$ cat src/rtl/zx_mem_pkg.sv
`default_nettype none
// +--------------------------------------------------------------------------+
// | zx_mem_pkg : shared constants and types for the ZX Spectrum memory pager |
// | Rev 1.0                                                                  |
// +--------------------------------------------------------------------------+
package zx_mem_pkg;

  localparam logic [15:0] PORT_7FFD_MASK  = 16'h8002;
  localparam logic [15:0] PORT_7FFD_MATCH = 16'h0000;
  localparam logic [15:0] PORT_1FFD_MASK  = 16'hF002;
  localparam logic [15:0] PORT_1FFD_MATCH = 16'h1000;

  localparam logic [2:0] BANK_SCR0   = 3'd5;
  localparam logic [2:0] BANK_SCR1   = 3'd7;
  localparam logic [2:0] BANK_FIXED2 = 3'd2;

  typedef enum logic [1:0] {
    SPEC_0123 = 2'd0,
    SPEC_4567 = 2'd1,
    SPEC_4563 = 2'd2,
    SPEC_4763 = 2'd3
  } spec_cfg_t;

  // All-RAM +3 layouts, indexed by quadrant A[15:14].
  function automatic logic [2:0] special_bank(spec_cfg_t cfg, logic [1:0] quad);
    logic [2:0] b;
    b = {1'b0, quad};
    case (cfg)
      SPEC_0123: b = {1'b0, quad};
      SPEC_4567: b = {1'b1, quad};
      SPEC_4563: b = (quad == 2'd3) ? 3'd3 : {1'b1, quad};
      default:   b = (quad == 2'd3) ? 3'd3 : (quad == 2'd1) ? 3'd7 : {1'b1, quad};
    endcase
    return b;
  endfunction

endpackage
`default_nettype wire

$ cat src/rtl/zx_io_wr_edge.sv
`default_nettype none
// +--------------------------------------------------------------------------+
// | zx_io_wr_edge : one-shot load strobe on the first edge of an IO decode   |
// | Rev 1.0                                                                  |
// +--------------------------------------------------------------------------+
module zx_io_wr_edge (
  input  logic clk_cpu,
  input  logic nRESET,
  input  logic wr_dec,
  output logic wr_load
);

  logic dec_q;
  logic dec_d;

  always_comb dec_d = wr_dec;

  always_ff @(posedge clk_cpu or negedge nRESET) begin
    if (!nRESET) dec_q <= 1'b0;
    else         dec_q <= dec_d;
  end

  // Wait states keep the decode high; only its rising edge loads.
  assign wr_load = wr_dec && !dec_q;

endmodule
`default_nettype wire

$ cat src/rtl/zx_mem_pager.sv
`default_nettype none
// +--------------------------------------------------------------------------+
// | zx_mem_pager : 7FFD/1FFD paging registers and CPU address translation.   |
// | Optional +3 port 1FFD and special mapping enabled by macro PLUS3_EN.     |
// | Rev 1.0                                                                  |
// +--------------------------------------------------------------------------+
module zx_mem_pager
  import zx_mem_pkg::*;
#(
  parameter int RAM_BANK_BITS = 3
) (
  input  logic                     clk_cpu,
  input  logic                     nRESET,
  input  logic [15:0]              A,
  input  logic [7:0]               D,
  input  logic                     nMREQ,
  input  logic                     nIORQ,
  input  logic                     nRD,
  input  logic                     nWR,
  input  logic                     nM1,
  output logic [1:0]               rom_page,
  output logic                     is_rom,
  output logic [RAM_BANK_BITS-1:0] ram_bank,
  output logic                     shadow_scr,
  output logic                     scr_we,
  output logic                     paging_locked,
  output logic                     pg_changed
);

  logic io_we;
  logic dec_7ffd, load_7ffd, acc_7ffd, acc_1ffd;
  logic special, rom_hi;
  spec_cfg_t spec_cfg;

  logic [RAM_BANK_BITS-1:0] bank_q, bank_d;
  logic shadow_q, shadow_d, rom_lo_q, rom_lo_d, lock_q, lock_d;
  logic pg_changed_q, pg_changed_d;

  logic [4:0] bank_src;
  logic       unused_bank_src;
  logic [1:0] quad;

  assign io_we    = !nIORQ && !nWR && nM1;
  assign dec_7ffd = io_we && ((A & PORT_7FFD_MASK) == PORT_7FFD_MATCH);

  zx_io_wr_edge u_edge_7ffd (
    .clk_cpu (clk_cpu),
    .nRESET  (nRESET),
    .wr_dec  (dec_7ffd),
    .wr_load (load_7ffd)
  );

  // Lock is sampled from its old value, so a locking write still lands in full.
  assign acc_7ffd = load_7ffd && !lock_q;

`ifdef PLUS3_EN
  logic       dec_1ffd, load_1ffd;
  logic [2:0] p3_q, p3_d;

  assign dec_1ffd = io_we && ((A & PORT_1FFD_MASK) == PORT_1FFD_MATCH);

  zx_io_wr_edge u_edge_1ffd (
    .clk_cpu (clk_cpu),
    .nRESET  (nRESET),
    .wr_dec  (dec_1ffd),
    .wr_load (load_1ffd)
  );

  assign acc_1ffd = load_1ffd && !lock_q;

  always_comb p3_d = acc_1ffd ? D[2:0] : p3_q;

  always_ff @(posedge clk_cpu or negedge nRESET) begin
    if (!nRESET) p3_q <= 3'd0;
    else         p3_q <= p3_d;
  end

  assign special  = p3_q[0];
  assign spec_cfg = spec_cfg_t'(p3_q[2:1]);
  assign rom_hi   = p3_q[2];
`else
  assign acc_1ffd = 1'b0;
  assign special  = 1'b0;
  assign spec_cfg = SPEC_0123;
  assign rom_hi   = 1'b0;
`endif

  // D[6] and D[7] extend the bank number only as far as RAM_BANK_BITS reaches.
  assign bank_src        = {D[7], D[6], D[2:0]};
  assign unused_bank_src = ^bank_src;

  always_comb begin
    bank_d       = bank_q;
    shadow_d     = shadow_q;
    rom_lo_d     = rom_lo_q;
    lock_d       = lock_q;
    if (acc_7ffd) begin
      bank_d   = bank_src[RAM_BANK_BITS-1:0];
      shadow_d = D[3];
      rom_lo_d = D[4];
      lock_d   = D[5];
    end
    pg_changed_d = acc_7ffd || acc_1ffd;
  end

  always_ff @(posedge clk_cpu or negedge nRESET) begin
    if (!nRESET) begin
      bank_q       <= '0;
      shadow_q     <= 1'b0;
      rom_lo_q     <= 1'b0;
      lock_q       <= 1'b0;
      pg_changed_q <= 1'b0;
    end else begin
      bank_q       <= bank_d;
      shadow_q     <= shadow_d;
      rom_lo_q     <= rom_lo_d;
      lock_q       <= lock_d;
      pg_changed_q <= pg_changed_d;
    end
  end

  assign quad = A[15:14];

  always_comb begin
    is_rom   = 1'b0;
    ram_bank = '0;
    if (special) begin
      ram_bank = RAM_BANK_BITS'(special_bank(spec_cfg, quad));
    end else begin
      case (quad)
        2'd0:    is_rom   = 1'b1;
        2'd1:    ram_bank = RAM_BANK_BITS'(BANK_SCR0);
        2'd2:    ram_bank = RAM_BANK_BITS'(BANK_FIXED2);
        default: ram_bank = bank_q;
      endcase
    end
  end

  assign scr_we = !nMREQ && !nWR && nRD && !is_rom &&
                  ((ram_bank == RAM_BANK_BITS'(BANK_SCR0)) ||
                   (ram_bank == RAM_BANK_BITS'(BANK_SCR1)));

  assign rom_page      = {rom_hi, rom_lo_q};
  assign shadow_scr    = shadow_q;
  assign paging_locked = lock_q;
  assign pg_changed    = pg_changed_q;

endmodule
`default_nettype wire

$ cat config.mk
export PLATFORM = sky130hd
export DESIGN_NAME = zx_mem_pager
export DESIGN_NICKNAME = d
export VERILOG_FILES = /design/src/rtl/zx_mem_pkg.sv /design/src/rtl/zx_io_wr_edge.sv /design/src/rtl/zx_mem_pager.sv
export SDC_FILE = /design/constraint.sdc
export NUM_CORES = 1
export LEC_CHECK = 0
export ABC_AREA = 1
export BUFFER_PORTS_ARGS = -buffer_cell sky130_fd_sc_hd__clkbuf_2
export CAP_MARGIN = 20
export CORE_UTILIZATION = 31
export DETAILED_ROUTE_END_ITERATION = 10
export PLACE_DENSITY_LB_ADDON = 0.08
export SYNTH_ARGS = -nofsm -noshare
export SYNTH_HDL_FRONTEND = slang
export SYNTH_SLANG_ARGS = --single-unit
$ cat constraint.sdc
create_clock -name clk_cpu -period 0.85 [get_ports clk_cpu]
set_input_delay 0.17 -clock clk_cpu [delete_from_list [all_inputs] [get_ports clk_cpu]]
set_output_delay 0.17 -clock clk_cpu [all_outputs]
set_load 0.02 [all_outputs]
**Word level (Yosys, flattened, before mapping)**

Cells that the tools add are included.

- Add/subtract/negate cells: 0
- Multiply operators: 0
- Divide/modulo/power cells: 0
- $lt $le $gt $ge: 0
- Equal/unequal tests: 4
- Shift operators: 0
- Mux-type cells: 2
- Bitwise gates (word level): 0
- Reductions and logical operators: 18

Operators with widths:

| kind | count |
|---|---|
| $logic_not 16->1 | 1 |
| $logic_and 1x1->1 | 9 |
| $pmux 3 s3 | 1 |
| $eq 3x3->1 const B | 2 |
| $logic_not 1->1 | 6 |
| $eq 2x1->1 const B | 1 |
| $eq 2x2->1 const B | 1 |
| $logic_not 2->1 | 1 |
| $logic_or 1x1->1 | 1 |
| $mux 1 | 1 |

- Register bits: 8
- Latch bits: 0
- Bits in writable memories: 0
- Memory bits (read-only): 0
- Bits of input ports: 31
- Output and inout port bits: 10
- Memories: 0

**Longest topological paths before layout**

Gate-level depths: netlist (run 1).

- Depth in word-level cells: 6
- Gate-level depth with buffers: 6
- Mapped depth without buffers: 6

**Modules after synthesis**

Synthesis (run 1) repeated with hierarchy kept, for this count alone.

- Cells, all modules: 49
- Area total of the unflattened synthesis: 376.6 sq um

By module, submodules not included:

| module | instances | cells an instance | area each (sq um) | sequential area each (sq um) |
|---|---|---|---|---|
| zx_mem_pager | 1 | 46 | 341.6 | 175.2 |
| zx_io_wr_edge | 1 | 3 | 35.0 | 25.0 |

**Worst setup path before layout (run 1)**

OpenSTA, ideal clock, no wires.

- Path kind: register to output
- Start point: register bank_q[2]
- End point: output scr_we
- Arrival: 897 ps
- Setup slack: -217 ps
- Stages on the path, launching flop included: 3
- Buffers on the path: 0
- Path through: dfrtp_1 -> o21ai_1 -> nor3_1

- Longest elaborated chain between the ends: 4
- Elaborated cells on any way between the ends: 5
- Those cells by class: eq/ne: 2; mux: 1; reduce/logical: 2

RTL lines:

| what | RTL line | text |
|---|---|---|
| start: declaration | zx_mem_pager.sv:35 | `logic [RAM_BANK_BITS-1:0] bank_q, bank_d;` |
| start signal: assignment | zx_mem_pager.sv:114 | `bank_q <= bank_d;` |
| $pmux 3 s3 * | zx_mem_pager.sv:130 | `case (quad)` |
| $eq 3x3->1, on equally long branches | zx_mem_pager.sv:140, zx_mem_pager.sv:141 |  |
| $logic_or 1x1->1 * | zx_mem_pager.sv:140 | `((ram_bank == RAM_BANK_BITS'(BANK_SCR0)) \|\|` |
| $logic_and 1x1->1 * | zx_mem_pager.sv:139 | `assign scr_we = !nMREQ && !nWR && nRD && !is_rom &&` |
| end: declaration | zx_mem_pager.sv:25 | `output logic scr_we,` |

Every way passes the cells marked *; elsewhere a longest branch is shown, timed or not.

**Final worst setup path (run 1)**

Ends and elaborated chain as after synthesis.

==> results of run 1 <==
==> registers in the layout, summed over array words and instances (netlist names) <==
register and flops:
bank_q 3, paging_locked 1, pg_changed 1, rom_lo_q 1
shadow_scr 1, u_edge_7ffd.dec_q 1
==> worst max-delay path by stage <==
| stage | slack [ps] | cells after the start | to | from |
|---|---|---|---|---|
| 2_1_floorplan | -130 | 4 | shadow_scr | paging_locked |
| 3_3_place_gp | -130 | 5 | scr_we | A[15] |
| 3_5_place_dp | -140 | 5 | scr_we | A[15] |
| 4_1_cts | -350 | 3 | scr_we | bank_q[2] |
| 5_1_grt | -380 | 3 | scr_we | bank_q[2] |
| 6_report | -320 | 3 | scr_we | bank_q[2] |
==> metrics by stage <==
| stage | std cells | total power, mW | setup TNS [ps] |
|---|---|---|---|
| after floorplan | 49 | 0.4443 | -739.5 |
| after global placement | 95 | 0.5222 | -848.7 |
| after detailed placement | 95 | 0.5241 | -901.5 |
| after CTS | 102 | 0.8651 | -2984 |
| after global routing | 104 | 0.8987 | -3836 |
| final | 104 | 0.8570 | -3097 |
==> cell type report <==
class | count | area, um^2
Fill cell | 135 | 525.5
Timing Repair Buffer | 38 | 289.0
Multi-Input combinational cell | 31 | 210.2
Sequential cell | 8 | 201.4
Inverter | 8 | 30.03
Clock buffer | 4 | 26.28
Tap cell | 15 | 18.77
==> power breakdown <==
group / internal, mW / leakage (nW) / total (mW) / switching [mW]
sequential: 0.381 / 0.106 / 0.382 / 0.000706
clock: 0.181 / 0.0150 / 0.327 / 0.147
combinational: 0.0700 / 0.327 / 0.148 / 0.0776
total: 0.632 / 0.448 / 0.857 / 0.225
==> critical path, cell delays in order, from the launching register on <==
cell	delay [ps]
dfrtp_1	390
o21ai_2	140
nor3_2	60
buf_4	150
==> metal layers <==
metal	up-vias	track usage (%)
li1	234	-
met1	207	15.85
met2	20	27.08
met3	0	5.202
met4	0	7.759
met5	-	0
==> placed cells by master (no fill, tap or decap), drive strengths merged <==
cell type,Yosys,layout
buf,2,20
nor2,5,5
a21oi,1,1
conb,1,1
nand4,6,6
dlygate4sd3,0,1
nor3,1,1
inv,8,8
nand3,1,1
dfrtp,8,8
nand2,14,14
o21ai,2,2
clkbuf,0,21
==> logic make-up after synthesis <==
group	Yosys count	synth area share, %
flops	8	46.65
simple gates	27	38.49
other cells	1	0.8738
buf+inv	10	10.49
compound gates	3	3.498
==> what timing repair did <==
action,in CTS,in global routing
setup buffers,2,2
hold buffers,1,0
resized for setup,10,20
hold endpoints to repair,8,0
endpoints found under the setup margin,14,15
pin swaps,8,6
==> impl_metrics.json, run 1 <==
{
  "routedWlPerCell_um": 9.529,
  "synth_most_common_cell": "nand2_1",
  "worstRegToRegCells": 5,
  "htree_levels": 1,
  "cts_num_sinks": 8,
  "grt_max_degree": 9,
  "rsz0062_at_grt": "true",
  "crit-reg2reg-launch": "paging_locked",
  "hpwlAfterDp_um": 738.8,
  "worstReg2RegEnd": "bank_q[1]",
  "cts_root_buf": "clkbuf_4",
  "grt_use_total_pct": 15.37,
  "ys.warnings.count": 0,
  "grt_first_pass_wirelength_mm": 1.511,
  "ant_nets": 0,
  "worst_ep_arrival_time_ps": 1000,
  "outcome": "complete, but fails checks",
  "path_clk_slew_ps": 60,
  "detailedPlace.worstSlack_ps": -139.6,
  "detail_route.first_pass.iterations": 4,
  "synthTopCellsByCount": "nand2_1, dfrtp_1, inv_1",
  "final_hold_vio_count": 0,
  "power-per-cell-area_nw_per_um2": 1105,
  "syn_inst": 49,
  "gp_congestion": 0.6272,
  "reg2reg_setup_slack_ps": -230,
  "floorplan.die.width_um": 39.21,
  "route.vias.total": 461,
  "drive_above_1_share_pct": 62.92,
  "floorplan.die_area_um2": 1537,
  "cap_viol_max_count": 0,
  "synth_async_sr_flop_share_pct": 100.0,
  "synthesized_flop_and_latch_total": 8,
  "cts.path.max_buffers": 2,
  "timing.hold.ws_ps": 133.1,
  "met2RoutedLength_um": 519,
  "synth_area_leaders": "dfrtp_1, nand2_1, nand4_1, inv_1, nor2_4",
  "final.period_utilization_pct": 137.9,
  "timing.hold.worst.start": "D[5]",
  "drt-met1-wl_um": 404,
  "placeableCoreArea_um2": 1301,
  "effective_utilization_at_floorplan_pct": 32.98,
  "port_buffers": 24,
  "total_leakage_power_nw": 0.4481,
  "synth-edff-count": 0,
  "timing.critical_path.to_type": "output pin",
  "place_area_um2": 630.6,
  "cts_made_buffers": 3,
  "peak_supply_drop_mv": 0.6984,
  "timing_max_transition_violations_final": 0,
  "startpoint_type": "flip-flop",
  "clock_insertion_delay_at_the_later_pin_of_the_skew_report_ps": 260,
  "worstHoldPathCells": 3,
  "total_routed_length_um": 991,
  "worst_hold_path.endpoint": "paging_locked",
  "critical_path_required_ps": 680,
  "synthToLayoutAreaGrowth_pct": 80.76,
  "path_class": "flip-flop to output pin",
  "min_period_ps": 1172,
  "grt_antenna_before_repair": 0,
  "synth_top_cell_by_area": "dfrtp_1",
  "fmax_ghz": 0.8529,
  "drc": 0,
  "highest_metal_layer_with_signal_wires": "met3",
  "postSynth.topFlopCell": "dfrtp_1",
  "route.detailed.vias_per_inst": 4.433,
  "synth_area_per_cell_um2": 8.758,
  "fin_area_um2": 775.7,
  "count_of_endpoints_failing_setup_in_the_final_report": 15,
  "synthesis.area_um2": 429.2,
  "final.setup.worst_slack_ps": -322.4,
  "sequential_to_total_area_share_from_yosys_stat_pct": 46.65,
  "synthesis.nets": 80,
  "chipHeight_um": 39.21,
  "globalRoute.totalOverflow": 0,
  "finish.utilization_pct": 59.62,
  "yosysUniqueCellTypes": 15,
  "detail_route.iter0.violations": 2,
  "min_path_type": "primary input to flip-flop",
  "antenna_cells_inserted": 0,
  "synth_largest_type_area_fraction_pct": 46.65,
  "fin_nets": 121,
  "first_global_vias": 417,
  "final.setup_skew_ps": 6.473,
  "violated_checks": "setup timing",
  "worst-path-max-fanout": 2,
  "pin_count": 41,
  "met3RoutedLength_um": 67,
  "num_rows": 13,
  "cts_tree": "built"
}
No activity file was read; power rests on OpenSTA's default activity.
==> run 2: changes to the inputs <==
- CORE_UTILIZATION: 31 -> 33
- CTS_BUF_LIST: not set -> sky130_fd_sc_hd__clkbuf_4 sky130_fd_sc_hd__clkbuf_8
==> impl_metrics.json, run 2 (same netlist as run 1, synthesis figures left out) <==
{
  "outcome": "complete, but fails checks",
  "violated_checks": "setup timing",
  "worst-path-max-fanout": 2,
  "rsz0062_at_grt": "true",
  "hpwlAfterDp_um": 721.9,
  "fin_area_um2": 777.0,
  "final_hold_vio_count": 0,
  "final-instance-count-excl-fill": 104,
  "route.detailed.vias_per_inst": 4.423,
  "detailedPlace.worstSlack_ps": -133.7,
  "first_global_vias": 412,
  "timing.hold.ws_ps": 135.7,
  "fin_nets": 122,
  "final.setup_skew_ps": 7.989,
  "comb_power_share_pct": 16.3,
  "antenna_cells_inserted": 0,
  "crit-reg2reg-launch": "paging_locked",
  "met3_usage_pct": 3.488,
  "cp_cell_sequence": "o21ai_2 -> nor3_2 -> buf_4",
  "internal_power_mw": 0.6610,
  "timing.critical_path.to_type": "output pin",
  "cap_viol_max_count": 0,
  "switching_share_of_power_pct": 25.07,
  "worstRegToRegCells": 5,
  "p_sw_mw": 0.2211,
  "timing.hold.worst.start": "D[0]",
  "num_rows": 12,
  "count_of_endpoints_failing_setup_in_the_final_report": 15,
  "effective_utilization_at_floorplan_pct": 37.12,
  "p_clk_share_pct": 40.3,
  "total_power_mw": 0.8822,
  "grt_first_pass_wirelength_mm": 1.531,
  "largest_register_ff_count": 3,
  "cts_num_sinks": 8,
  "route.vias.total": 460,
  "cts_tree": "built",
  "power-per-cell-area_nw_per_um2": 1135,
  "cts_made_buffers": 3,
  "cts_root_buf": "clkbuf_4",
  "largest-register": "bank_q",
  "min_period_ps": 1190,
  "total_leakage_power_nw": 0.4565,
  "pin_count": 41,
  "mostFrequentLayoutCells": "clkbuf_2, buf_4, nand2_1",
  "place_area_um2": 644.4,
  "htree_levels": 1,
  "grt.met2_usage_pct": 28.39,
  "routedWlPerCell_um": 9.135,
  "total_routed_length_um": 950,
  "power.share.sequential_pct": 43.3,
  "grt_use_total_pct": 15.61,
  "worstHoldPathCells": 3,
  "port_buffers": 24,
  "drive_above_1_share_pct": 62.22,
  "globalRoute.totalOverflow": 0,
  "slowest_stage": "dfrtp_1",
  "placeableCoreArea_um2": 1156,
  "dp.cells": 96,
  "worst_hold_path.endpoint": "bank_q[0]",
  "gp_congestion": 0.7220,
  "clock_insertion_delay_at_the_later_pin_of_the_skew_report_ps": 260,
  "timing_max_transition_violations_final": 0,
  "path_clk_slew_ps": 60,
  "worstReg2RegEnd": "shadow_scr",
  "leading_cell_type_in_the_layout_fill_and_taps_excluded": "clkbuf_2",
  "floorplan.die_area_um2": 1449,
  "drc": 0,
  "floorplan.die.width_um": 38.06,
  "detail_route.first_pass.iterations": 3,
  "final.period_utilization_pct": 140.1,
  "reg2reg_setup_slack_ps": -220,
  "fmax_ghz": 0.8400,
  "ant_nets": 0,
  "detail_route.iter0.violations": 5,
  "path_class": "flip-flop to output pin",
  "chipHeight_um": 38.06,
  "grt_antenna_before_repair": 0,
  "startpoint_type": "flip-flop",
  "grtUsageMet1_pct": 16.48,
  "grt.busiest_layer": "met2",
  "critical_path_required_ps": 680,
  "synthToLayoutAreaGrowth_pct": 81.05,
  "timing.critical_path.slowest_cell_delay_ps": 390,
  "final.fill_count": 101,
  "min_path_type": "primary input to flip-flop",
  "final.setup.worst_slack_ps": -340.4,
  "grt_max_degree": 9,
  "worst_ep_arrival_time_ps": 1020,
  "cts.path.max_buffers": 2,
  "peak_supply_drop_mv": 0.7539
}
-- run 2: cell types whose count changed in the layout (fill, tap and decap cells not counted), sizes merged --
cell  before  now
buf       20   21
-- run 2: cell type report --
| class | count | area (um^2) | share of cell area, % |
|---|---|---|---|
| multi-input cells | 31 | 207.7 | 26.73 |
| flip-flops and latches | 8 | 201.4 | 25.93 |
| well taps | 14 | 17.52 | 2.254 |
| inverters | 8 | 30.03 | 3.865 |
| clock buffers | 4 | 30.03 | 3.865 |
| repair buffers | 39 | 290.3 | 37.36 |
-- run 2: worst max-delay path by stage --
| stage | from | end |
|---|---|---|
| finish | bank_q[0] | scr_we |
| global route | bank_q[0] | scr_we |
| CTS | bank_q[0] | ram_bank[0] |
| detailed placement | A[15] | scr_we |
| global placement | A[15] | scr_we |
| floorplan | paging_locked | shadow_scr |
-- run 2: metrics by stage --
stage                     utilization (%)  TNS (ps)
final                               67.21     -2897
after CTS                           64.18     -2928
after detailed placement            55.74    -846.2
after floorplan                         -    -739.5
after global routing                67.21     -3620
after global placement              55.74    -767.7
-- run 2: critical path, delay by kind of cell, from the launching register on --
| family | cells | cell delay, ps |
|---|---|---|
| flip-flops | 1 | 390 |
| AO/OA/AOI/OAI | 1 | 160 |
| buffers and inverters | 1 | 150 |
| AND/OR/NAND/NOR | 1 | 60 |
-- run 2: timing repair --
| action | in CTS | in global routing |
|---|---|---|
| resized for setup | 11 | 16 |
| setup buffers | 2 | 1 |
| endpoints found under the hold margin | 8 | 0 |
| hold buffers | 1 | 0 |
| pin swaps | 6 | 2 |
| endpoints found under the setup margin | 14 | 15 |
-- run 2: power by group through the flow --
stage,Combinational (mW),Clock (mW),Sequential [mW]
2_1_floorplan,0.0551,0,0.389
3_3_place_gp,0.133,0,0.389
3_5_place_dp,0.134,0,0.389
4_1_cts,0.145,0.369,0.382
5_1_grt,0.158,0.386,0.382
6_report,0.144,0.356,0.382
-- run 2: routing by layer --
layer  up-vias  routed length [um]
met3         2                  67
met2        23                 483
met5         -                   0
li1        236                   -
met4         0                  14
met1       199                 385
==> run 3: changes to the inputs <==
- SETUP_SLACK_MARGIN: not set -> 0.5
==> impl_metrics.json, run 3 (same netlist as run 1, synthesis figures left out) <==
{
  "outcome": "complete, but fails checks",
  "violated_checks": "hold timing, setup timing",
  "cts.path.max_buffers": 2,
  "timing.critical_path.to_type": "output pin",
  "count_of_endpoints_failing_setup_in_the_final_report": 15,
  "largest-register": "bank_q",
  "final.fill_count": 77,
  "synthToLayoutAreaGrowth_pct": 117.5,
  "path_clk_slew_ps": 60,
  "cts_tree": "built",
  "grt_use_total_pct": 18.56,
  "detail_route.iter0.violations": 1,
  "route.detailed.vias_per_inst": 4.541,
  "clock_insertion_delay_at_the_later_pin_of_the_skew_report_ps": 260,
  "drive_above_1_share_pct": 75.26,
  "hpwlAfterDp_um": 795.6,
  "critical_path_required_ps": 680,
  "final.setup.worst_slack_ps": -349.0,
  "cts_made_buffers": 3,
  "ant_nets": 0,
  "final.setup_skew_ps": 9.075,
  "worst-path-max-fanout": 2,
  "fin_nets": 129,
  "total_power_mw": 0.9480,
  "routedWlPerCell_um": 11.15,
  "min_path_type": "primary input to async pin",
  "grt_max_degree": 9,
  "total_routed_length_mm": 1.238,
  "mostFrequentLayoutCells": "buf_4, buf_6, clkbuf_2",
  "grt_antenna_before_repair": 0,
  "globalRoute.totalOverflow": 0,
  "port_buffers": 24,
  "placeableCoreArea_um2": 1156,
  "timing.hold.ws_ps": -252.0,
  "path_class": "flip-flop to output pin",
  "worstRegToRegCells": 5,
  "effective_utilization_at_floorplan_pct": 37.12,
  "detail_route.first_pass.iterations": 2,
  "grt_first_pass_wirelength_mm": 1.780,
  "cts_root_buf": "clkbuf_4",
  "met3RoutedLength_um": 61,
  "startpoint_type": "flip-flop",
  "num_rows": 12,
  "multi_input_area_um2": 241.5,
  "min_period_ps": 1199,
  "area.sequential_um2": 202.7,
  "largest_register_ff_count": 3,
  "route.vias.total": 504,
  "rsz0062_at_grt": "true",
  "final_hold_vio_count": 8,
  "power-per-cell-area_nw_per_um2": 1016,
  "cap_viol_max_count": 0,
  "first_global_vias": 476,
  "met2RoutedLength_um": 747,
  "gp_congestion": 0.6940,
  "peak_supply_drop_mv": 0.7128,
  "worst_ep_arrival_time_ps": 1030,
  "timing_max_transition_violations_final": 0,
  "chipHeight_um": 38.06,
  "fmax_ghz": 0.8340,
  "antenna_cells_inserted": 0,
  "total_leakage_power_nw": 0.5115,
  "final.period_utilization_pct": 141.1,
  "cts_num_sinks": 8,
  "htree_levels": 1,
  "floorplan.die.width_um": 38.06,
  "crit-reg2reg-launch": "paging_locked",
  "floorplan.die_area_um2": 1449,
  "highest_metal_layer_with_signal_wires": "met4",
  "worstReg2RegEnd": "rom_lo_q",
  "pin_count": 41,
  "reg2reg_setup_slack_ps": -230,
  "leading_cell_type_in_the_layout_fill_and_taps_excluded": "buf_4",
  "drt-met1-wl_um": 425,
  "drc": 0
}
-- run 3: changes by cell type in the layout (fill, tap and decap cells not counted), sizes merged --
| cell | change |
|---|---|
| buf | +12 |
| clkbuf | -4 |
| dlygate4sd3 | -1 |
-- run 3: where the power goes --
part,internal [mW],switching (mW),total [mW]
registers,0.382,0.000624,0.382
logic,0.111,0.105,0.217
clock network,0.212,0.137,0.349
-- run 3: routing by layer --
layer | vias up | track usage (%)
li1 | 248 | -
met1 | 232 | 16.42
met2 | 22 | 36.02
met3 | 2 | 5.233
met4 | 0 | 10.71
met5 | - | 0
-- run 3: what timing repair did --
item	CTS	global route
hold endpoints to repair	8	8
buffers inserted	4	6
pin swaps	9	8
endpoints found under the setup margin	17	17
resized for setup	18	26
-- run 3: through the flow --
step           setup slack, ps  cell area (um^2)  instances  util (%)  TNS, ps
3_5_place_dp            -149.3             705.7         97     61.04    -1179
6_report                -349.0             933.4        111     80.74    -3082
2_1_floorplan           -128.9             496.7         49         -   -732.0
4_1_cts                 -355.2             840.8        105     72.73    -3250
3_3_place_gp            -131.6             705.7         97     61.04    -1054
5_1_grt                 -417.7             933.4        111     80.74    -3938
-- run 3: critical path, cell delays in order (launching register included) --
cell     delay [ps]
dfrtp_1         380
o21ai_2         190
nor3_2           50
buf_4           150
-- run 3: final cells by class --
| class | instances | area share (%) |
|---|---|---|
| Inverter | 8 | 4.960 |
| Sequential cell | 8 | 21.72 |
| Timing Repair Buffer | 46 | 42.36 |
| Multi-Input combinational cell | 31 | 25.87 |
| Tap cell | 14 | 1.877 |
| Clock buffer | 4 | 3.217 |
-- run 3: worst max path at each step --
stage / start / end / slack, ps / depth (start not counted)
global route: bank_q[2] / scr_we / -420 / 3
detailed placement: nIORQ / shadow_scr / -150 / 7
floorplan: paging_locked / shadow_scr / -130 / 4
global placement: A[15] / scr_we / -130 / 5
CTS: bank_q[2] / scr_we / -360 / 3
finish: bank_q[0] / scr_we / -350 / 3
